`config.mk`:
```
export PLATFORM = sky130hd
export DESIGN_NAME = lsu_mem_ctrl
export DESIGN_NICKNAME = d
export VERILOG_FILES = /design/src/rtl/lsu_mem_ctrl.sv
export SDC_FILE = /design/constraint.sdc
export NUM_CORES = 1
export LEC_CHECK = 0
export ABC_AREA = 1
export ABC_CLOCK_PERIOD_IN_PS = 2650
export CORE_AREA = 3 3 82 142
export CTS_BUF_LIST = sky130_fd_sc_hd__clkbuf_4 sky130_fd_sc_hd__clkbuf_8
export CTS_CLUSTER_DIAMETER = 150
export CTS_CLUSTER_SIZE = 10
export DETAILED_ROUTE_END_ITERATION = 12
export DIE_AREA = 0 0 85 145
export GPL_TIMING_DRIVEN = 0
export PLACE_DENSITY = 0.95
export SETUP_SLACK_MARGIN = 0.1
export SYNTH_ARGS = -nofsm -noshare
export SYNTH_HDL_FRONTEND = slang
export SYNTH_SLANG_ARGS = --single-unit
export TNS_END_PERCENT = 20
```
`constraint.sdc`:
```
create_clock -name clk -period 2.65 [get_ports clk]
set_input_delay 0.3975 -clock clk [delete_from_list [all_inputs] [get_ports clk]]
set_output_delay 0.3975 -clock clk [all_outputs]
set_load 0.03 [all_outputs]
```
`src/rtl/lsu_mem_ctrl.sv`:
```
// Load/store front-end for the word-addressed ram block.
// Byte-addressed byte/half/word requests; sub-word stores are read-modify-write.
module lsu_mem_ctrl #(
  parameter int DATA_WIDTH = 32,
  parameter int ADDR_WIDTH = 16,
  parameter int RD_LATENCY = 1
) (
  input  logic                  clk,
  input  logic                  rst,
  input  logic                  req_valid,
  output logic                  req_ready,
  input  logic                  req_we,
  input  logic [1:0]            req_size,
  input  logic                  req_unsigned,
  input  logic [ADDR_WIDTH+1:0] req_addr,
  input  logic [DATA_WIDTH-1:0] req_wdata,
  output logic                  resp_valid,
  output logic [DATA_WIDTH-1:0] resp_rdata,
  output logic                  resp_err,
  output logic [ADDR_WIDTH-1:0] ram_address,
  output logic [DATA_WIDTH-1:0] ram_data_in,
  output logic                  ram_write,
  output logic                  ram_read,
  input  logic [DATA_WIDTH-1:0] ram_data_out
);
  localparam int NUM_LANES = DATA_WIDTH / 8;
  localparam int CW        = (RD_LATENCY > 1) ? $clog2(RD_LATENCY) : 1;

  typedef enum logic [2:0] {S_IDLE, S_RD, S_WAIT, S_MERGE, S_WR, S_RESP} state_t;

  // Fields of the accepted request still needed after accept.
  typedef struct packed {
    logic        we;
    logic [1:0]  size;
    logic        uns;
    logic [1:0]  lane;
    logic [15:0] wdata;
  } req_t;

  state_t        state;
  req_t          r_q;
  logic [CW-1:0] cnt;
  logic          req_err;

  assign req_ready = (state == S_IDLE);

  // Misaligned half/word or the reserved size code.
  always_comb begin
    req_err = (req_size == 2'd3) ||
              (req_size == 2'd1 && req_addr[0]) ||
              (req_size == 2'd2 && req_addr[1:0] != 2'b00);
  end

  // Per-lane merge of store data into the word just read back.
  logic [NUM_LANES-1:0][7:0] rd_b, mrg_b;
  assign rd_b = ram_data_out;

  genvar l;
  for (l = 0; l < NUM_LANES; l++) begin : g_lane
    logic       sel;
    logic [7:0] wb;
    assign sel      = (r_q.size == 2'd0) ? (r_q.lane == 2'(l)) : (r_q.lane[1] == 1'(l >> 1));
    assign wb       = (r_q.size == 2'd0 || (l % 2) == 0) ? r_q.wdata[7:0] : r_q.wdata[15:8];
    assign mrg_b[l] = sel ? wb : rd_b[l];
  end

  // Load alignment and extension; half loads are aligned so lane[0] is 0.
  logic [15:0]           sh;
  logic [DATA_WIDTH-1:0] ld;
  assign sh = 16'(ram_data_out >> {r_q.lane, 3'b000});

  // Select load result by size; sign bit gated by the unsigned flag.
  always_comb begin
    ld = ram_data_out;
    case (r_q.size)
      2'd0:    ld = {{(DATA_WIDTH-8){~r_q.uns & sh[7]}}, sh[7:0]};
      2'd1:    ld = {{(DATA_WIDTH-16){~r_q.uns & sh[15]}}, sh[15:0]};
      default: ld = ram_data_out;
    endcase
  end

  // Control FSM; every output is registered here.
  always_ff @(posedge clk) begin
    if (rst) begin
      state       <= S_IDLE;
      r_q         <= '0;
      cnt         <= '0;
      resp_valid  <= 1'b0;
      resp_err    <= 1'b0;
      resp_rdata  <= '0;
      ram_read    <= 1'b0;
      ram_write   <= 1'b0;
      ram_address <= '0;
      ram_data_in <= '0;
    end else begin
      case (state)
        S_IDLE: begin
          if (req_valid) begin
            r_q         <= '{we: req_we, size: req_size, uns: req_unsigned,
                             lane: req_addr[1:0], wdata: req_wdata[15:0]};
            resp_rdata  <= '0;
            resp_err    <= req_err;
            if (req_err) begin
              resp_valid <= 1'b1;
              state      <= S_RESP;
            end else if (req_we && req_size == 2'd2) begin
              ram_address <= req_addr[ADDR_WIDTH+1:2];
              ram_data_in <= req_wdata;
              ram_write   <= 1'b1;
              state       <= S_WR;
            end else begin
              ram_address <= req_addr[ADDR_WIDTH+1:2];
              ram_read    <= 1'b1;
              state       <= S_RD;
            end
          end
        end
        S_RD: begin
          ram_read <= 1'b0;
          cnt      <= CW'(RD_LATENCY - 1);
          state    <= S_WAIT;
        end
        S_WAIT: begin
          if (cnt == '0) begin
            if (r_q.we) begin
              ram_data_in <= mrg_b;
              ram_write   <= 1'b1;
              state       <= S_MERGE;
            end else begin
              resp_rdata <= ld;
              resp_valid <= 1'b1;
              state      <= S_RESP;
            end
          end else begin
            cnt <= cnt - 1'b1;
          end
        end
        S_MERGE, S_WR: begin
          ram_write  <= 1'b0;
          resp_valid <= 1'b1;
          state      <= S_RESP;
        end
        S_RESP: begin
          resp_valid <= 1'b0;
          resp_err   <= 1'b0;
          state      <= S_IDLE;
        end
        default: state <= S_IDLE;
      endcase
    end
  end
endmodule

```
Word level (Yosys, flattened, before mapping)
Index checks and enable logic that the tools add are counted.

word-level totals
  flip-flop bits (word level) = 110
  input port bits = 89
  logic and storage cells = 111

operators by class
  $add $sub $neg = 1
  equality and inequality tests = 20
  shifts and indexed selects = 1
  muxes and demuxes = 45
  bitwise gates (word level) = 5
  reduce and logical (&&, ||, !) cells = 25

operator list
  kind                                                   count
  two-way mux 32 bit                                     8
  one-hot mux 32 bit (2 select lines)                    3
  two-way mux 8 bit                                      5
  >> shifter 32 x 5 -> 16 bit                            1
  two-way mux 1 bit                                      18
  two-way mux 3 bit                                      5
  inequality test 2 bit, second input constant           6
  one-hot mux 3 bit (4 select lines)                     1
  AND reduction 6 bit                                    2
  nonzero test 2 bit                                     5
  == test 2 bit, second input constant                   4
  AND reduction 4 bit                                    2
  == test 2 x 1 -> 1 bit, second input constant          3
  == test 3 x 2 -> 1 bit, second input constant          2
  == test 3 bit, second input constant                   2
  one-hot mux 1 bit (2 select lines)                     3
  AND reduction 2 bit                                    3
  AND reduction 5 bit                                    1
  logical NOT 2 bit                                      2
  inequality test 2 x 1 -> 1 bit, second input constant  2
  one-hot mux 1 bit (4 select lines)                     1
  nonzero test 4 bit                                     1
  == test 3 x 1 -> 1 bit, second input constant          1
  logical AND 1 bit                                      3
  other kinds (9)                                        13

Longest topological paths before layout
  depth in word-level cells = 7
  gate-level depth with buffers = 13
  mapped depth without buffers = 10

Worst setup path before layout
No wires, ideal clock.

  path type = register -> register
  start = register state[0]
  end = register ram_data_in[24]
  library setup time = 0.116 ns
  arrival = 1.553 ns
  data required time = 2.534 ns
  setup slack = 0.982 ns
  cell stages (with the launch flop) = 14
  path buffers = 3
  period minus slack after synthesis = 1.668 ns
  cell sequence = dfxtp_1 nor2_2 nand2_1 inv_2 nand2_2 buf_6 nand2_1 inv_2 nor2_4 buf_6 buf_6 nand2_1 nor2_1 nor2_1

between the ends
  longest elaborated chain between the ends = 3
  elaborated cells between the ends (all ways) = 10
  those cells by class = eq/ne (6); mux (1); reduce/logical (3)

RTL lines
  item                                                                    RTL line  RTL
  start, declared                                                         40        state_t state;
  start signal, assigned                                                  85        state <= S_IDLE;
  start signal, assigned                                                  105       state <= S_RESP;
  start signal, assigned                                                  110       state <= S_WR;
  logical NOT 3 bit (*)                                                   -
  via req_ready                                                           11        output logic req_ready,
  inequality test 2 x 1 -> 1 bit (no line), or another cell as far along  -
  AND reduction 6 bit (no line)                                           -
  end signal, assigned                                                    108       ram_data_in <= req_wdata;
  end signal, assigned                                                    126       ram_data_in <= mrg_b;
  end, declared                                                           21        output logic [DATA_WIDTH-1:0] ram_data_in,

The timed path passes the listed nets; every way through them passes the cells marked *.
A chain may end at the register's enable or synchronous reset.

Worst setup path in the final report
  start = register state[0]
  end = output port req_ready

between the ends
  longest elaborated chain between the ends = 1

RTL lines
  item               RTL line  RTL
  logical NOT 3 bit  45        assign req_ready = (state == S_IDLE);
  end, declared      11

No other way between the ends.

==> run_results.csv <==
group,metric,value,unit
outcome,status,"finished, final reports clean",
floorplan,fp.coreArea,0.0107,mm^2
clock_tree,max-clock-path-buffers,2,
route,detail_route.iter0.violations,467,
timing,clock_skew,0.0153,ns
placed_design,place_ws,0.331,ns
clock_tree,cts_hold_buffers,0,
placed_design,detailed_place_hpwl,15200,um
clock_tree,clock-root-buffer,"clkbuf_8",
clock_tree,post-cts-setup-buffers,0,
yosys,synthAdderAreaFrac,0,%
timing,setup_tns,0,ns
yosys,yosys.area.top_type,"dfxtp_1",
timing,rsz0062_at_grt,"no",
timing,timing.final.hold_violations,0,
timing,slew_headroom,58.3,%
job,drv.max_cap_violation_count,0,
hold_path,hold_path_class,"register to register",
finish,instances_no_fill,1184,
clock_tree,tritoncts.num_buffers,9,
floorplan,fp.dieArea,0.0123,mm^2
route,drc,0,
yosys,synth_ff_type,"dfxtp_1",
timing,worst_slack_setup_final,0.409,ns
clock_tree,clkSlewWorstSetupHoldPaths,0.11,ns
yosys,ys_seq_elements,109,
hold_path,hold-path-cell-count,2,
setup_path,critical-path-max-stage-delay,0.69,ns
yosys,synth_seq_area_share,39.9,%
grt,global_route_wire_length_before_repair,30400,um
floorplan,floorplan.io_pins,174,
route,totalWireLength,19200,um
setup_path,critPathLaunchType,"register",
timing,tightest_slew,0.626,ns
timing,timing.fmax,0.446,GHz
yosys,combinational_family_with_the_most_area_after_synthesis,"simple AND/OR/NAND/NOR gates",
clock_tree,clkSinkCount,109,
floorplan,chipHeight,145,um
yosys,synth.cells.most_frequent,"nand2_1 (251), nor2_1 (166), dfxtp_1 (109)",
yosys,synth-async-reset-ratio,0,%
yosys,synth.net_count,955,
timing,timing.final.crit_period,2.24,ns
grt,overall_overflow_remaining_after_global_route,0,
yosys,synth-edff-count,0,
clock_tree,post_cts.resized_instances,0,
yosys,post_synth_and_or_nand_nor_area_fraction,33.5,%
grt,grt_util_all_layers,30.8,%
finish,post_synthesis_to_final_layout_area_growth,38.1,%
pwr,power_leakage,3.17,nW
placed_design,gpl_congestion,0.985,
finish,design.final.nets,1138,
floorplan,initial_core_util,51.2,%
grt,grt_pass1_vias,6326,
clock_tree,clock_latency,0.38,ns
yosys,syn_inst,866,
pwr,power.density,956,mW/mm^2
yosys,synth_mux_area_share,0,%
grt,grt_start_max_net_pins,22,
yosys,post_synth_instance_area,0.00547,mm^2
floorplan,die_x,85,um
route,wl_per_cell,16.2,um
finish,post_route_cells_drive_above_1_share,5.22,%
setup_path,crit_slowest_cell,"clkdlybuf4s50_1",
setup_path,cp_cell_sequence,"nor2_2, nand2_1, inv_2, clkdlybuf4s50_1",
route,detailedRoute.firstPassIterationCount,5,
timing,setup_viol_count_final,0,
yosys,synth.top_cells.by_area,"dfxtp_1 (40%), nand2_1 (17%), nor2_1 (11%)",
setup_path,worst_path_required_time,2.25,ns
setup_path,cp_max_fo,6,
finish,antenna-diode-count,0,
grt,antenna_found_initial,0,
setup_path,r2r_cells,10,
setup_path,worstSetupPathType,"register to output pin",
setup_path,cp.arrival,1.84,ns
yosys,synth_most_common_cell,"nand2_1",
route,ant_nets,0,
yosys,synthDistinctLibCells,27,
floorplan,num_rows,50,
setup_path,worst_setup_path_end_kind,"output pin",
yosys,yosys.area_share.xor_xnor,0,%
yosys,yosys_warnings,0,
clock_tree,clock_tree.htree_level_count,3,
finish,num-fill-cells,873,
timing,period_share,84.6,%
route,route.vias.total,6461,
timing,timing.final.max_slew_violations,0,
route,post_drt_via_cell_ratio,5.46,
yosys,netlist.area_leader.share,39.9,%
placed_design,post-place-cells,1168,
pwr,power.ir.vdd_worst,0.576,mV
clock_tree,cts_tree,"yes",
yosys,synthesis.area_per_instance,6.32,um^2
yosys,synth-compound-area-share,19.4,%
placed_design,placement.io_buffers,172,
path summary, 6_finish.rpt:
path | from | end | slack (ns)
worst max register to register | state[1] | ram_data_in[6] | 0.62
worst min-delay path | ram_write | ram_write | 0.45
worst max-delay path | state[0] | req_ready | 0.41
worst min register to register | ram_write | ram_write | 0.45
layout make-up:
cell class / count / area (um^2) / share of cell area, %
timing repair buffer: 172 / 1720 / 22.8
tap: 130 / 163 / 2.15
clock buffer: 9 / 124 / 1.64
multi-input combinational: 667 / 2900 / 38.3
sequential: 109 / 2180 / 28.9
inverter: 41 / 154 / 2.04
clock inverter: 7 / 77.6 / 1.03
buffer: 49 / 241 / 3.19
cells in the final DEF (no fill, tap or decap), types with 16 or more instances in the layout:
master / Yosys / routed
o21bai_1: 16 / 16
clkbuf_1: 27 / 27
clkdlybuf4s50_1: 0 / 172
o21ai_0: 103 / 103
nor2_1: 166 / 166
nand2_1: 251 / 251
nand3_1: 36 / 36
inv_1: 34 / 34
dfxtp_1: 109 / 109
a21oi_1: 66 / 66
registers in the layout, summed over array words and instances (netlist names):
name         count
g_lane.wb        8
r_q             14
ram_address     16
ram_data_in     32
ram_read         1
ram_write        1
resp_err         1
resp_rdata      32
resp_valid       1
state            3
critical path, delay by kind of cell (launching register included):
kind / cells / cell delay [ns]
buf+inv: 2 / 0.81
flops: 1 / 0.37
simple gates: 2 / 0.28
cells by family (layout without fill, tap and decap cells):
family / count (synthesis) / after routing
compound gates: 201 / 201
flops: 109 / 109
simple gates: 466 / 466
buf+inv: 90 / 278
stage by stage:
step / instance area, um^2 / total power, mW / utilization (%) / hold slack [ns]
after floorplan: 5470 / 4.78 / - / 0.425
after global placement: 7360 / 6.09 / 68.8 / 0.432
after detailed placement: 7360 / 6.16 / 68.8 / 0.436
after CTS: 7560 / 7.19 / 70.7 / 0.453
after global routing: 7560 / 7.69 / 70.7 / 0.478
final: 7560 / 7.22 / 70.7 / 0.449
power by group:
part | internal [mW] | total (mW) | switching (mW) | leakage, nW
sequential | 2.05 | 2.30 | 0.249 | 0.890
combinational | 1.36 | 3.89 | 2.54 | 2.18
clock | 0.375 | 1.03 | 0.651 | 0.103
layer usage:
layer,vias up,share of wire [%],global-route usage (%)
li1,3147,-,-
met2,353,50,54.6
met3,133,7.0,5.91
met4,0,8.6,23.7
met5,-,0,0
met1,2828,34,30.2
(Power assumes the default switching activity.)
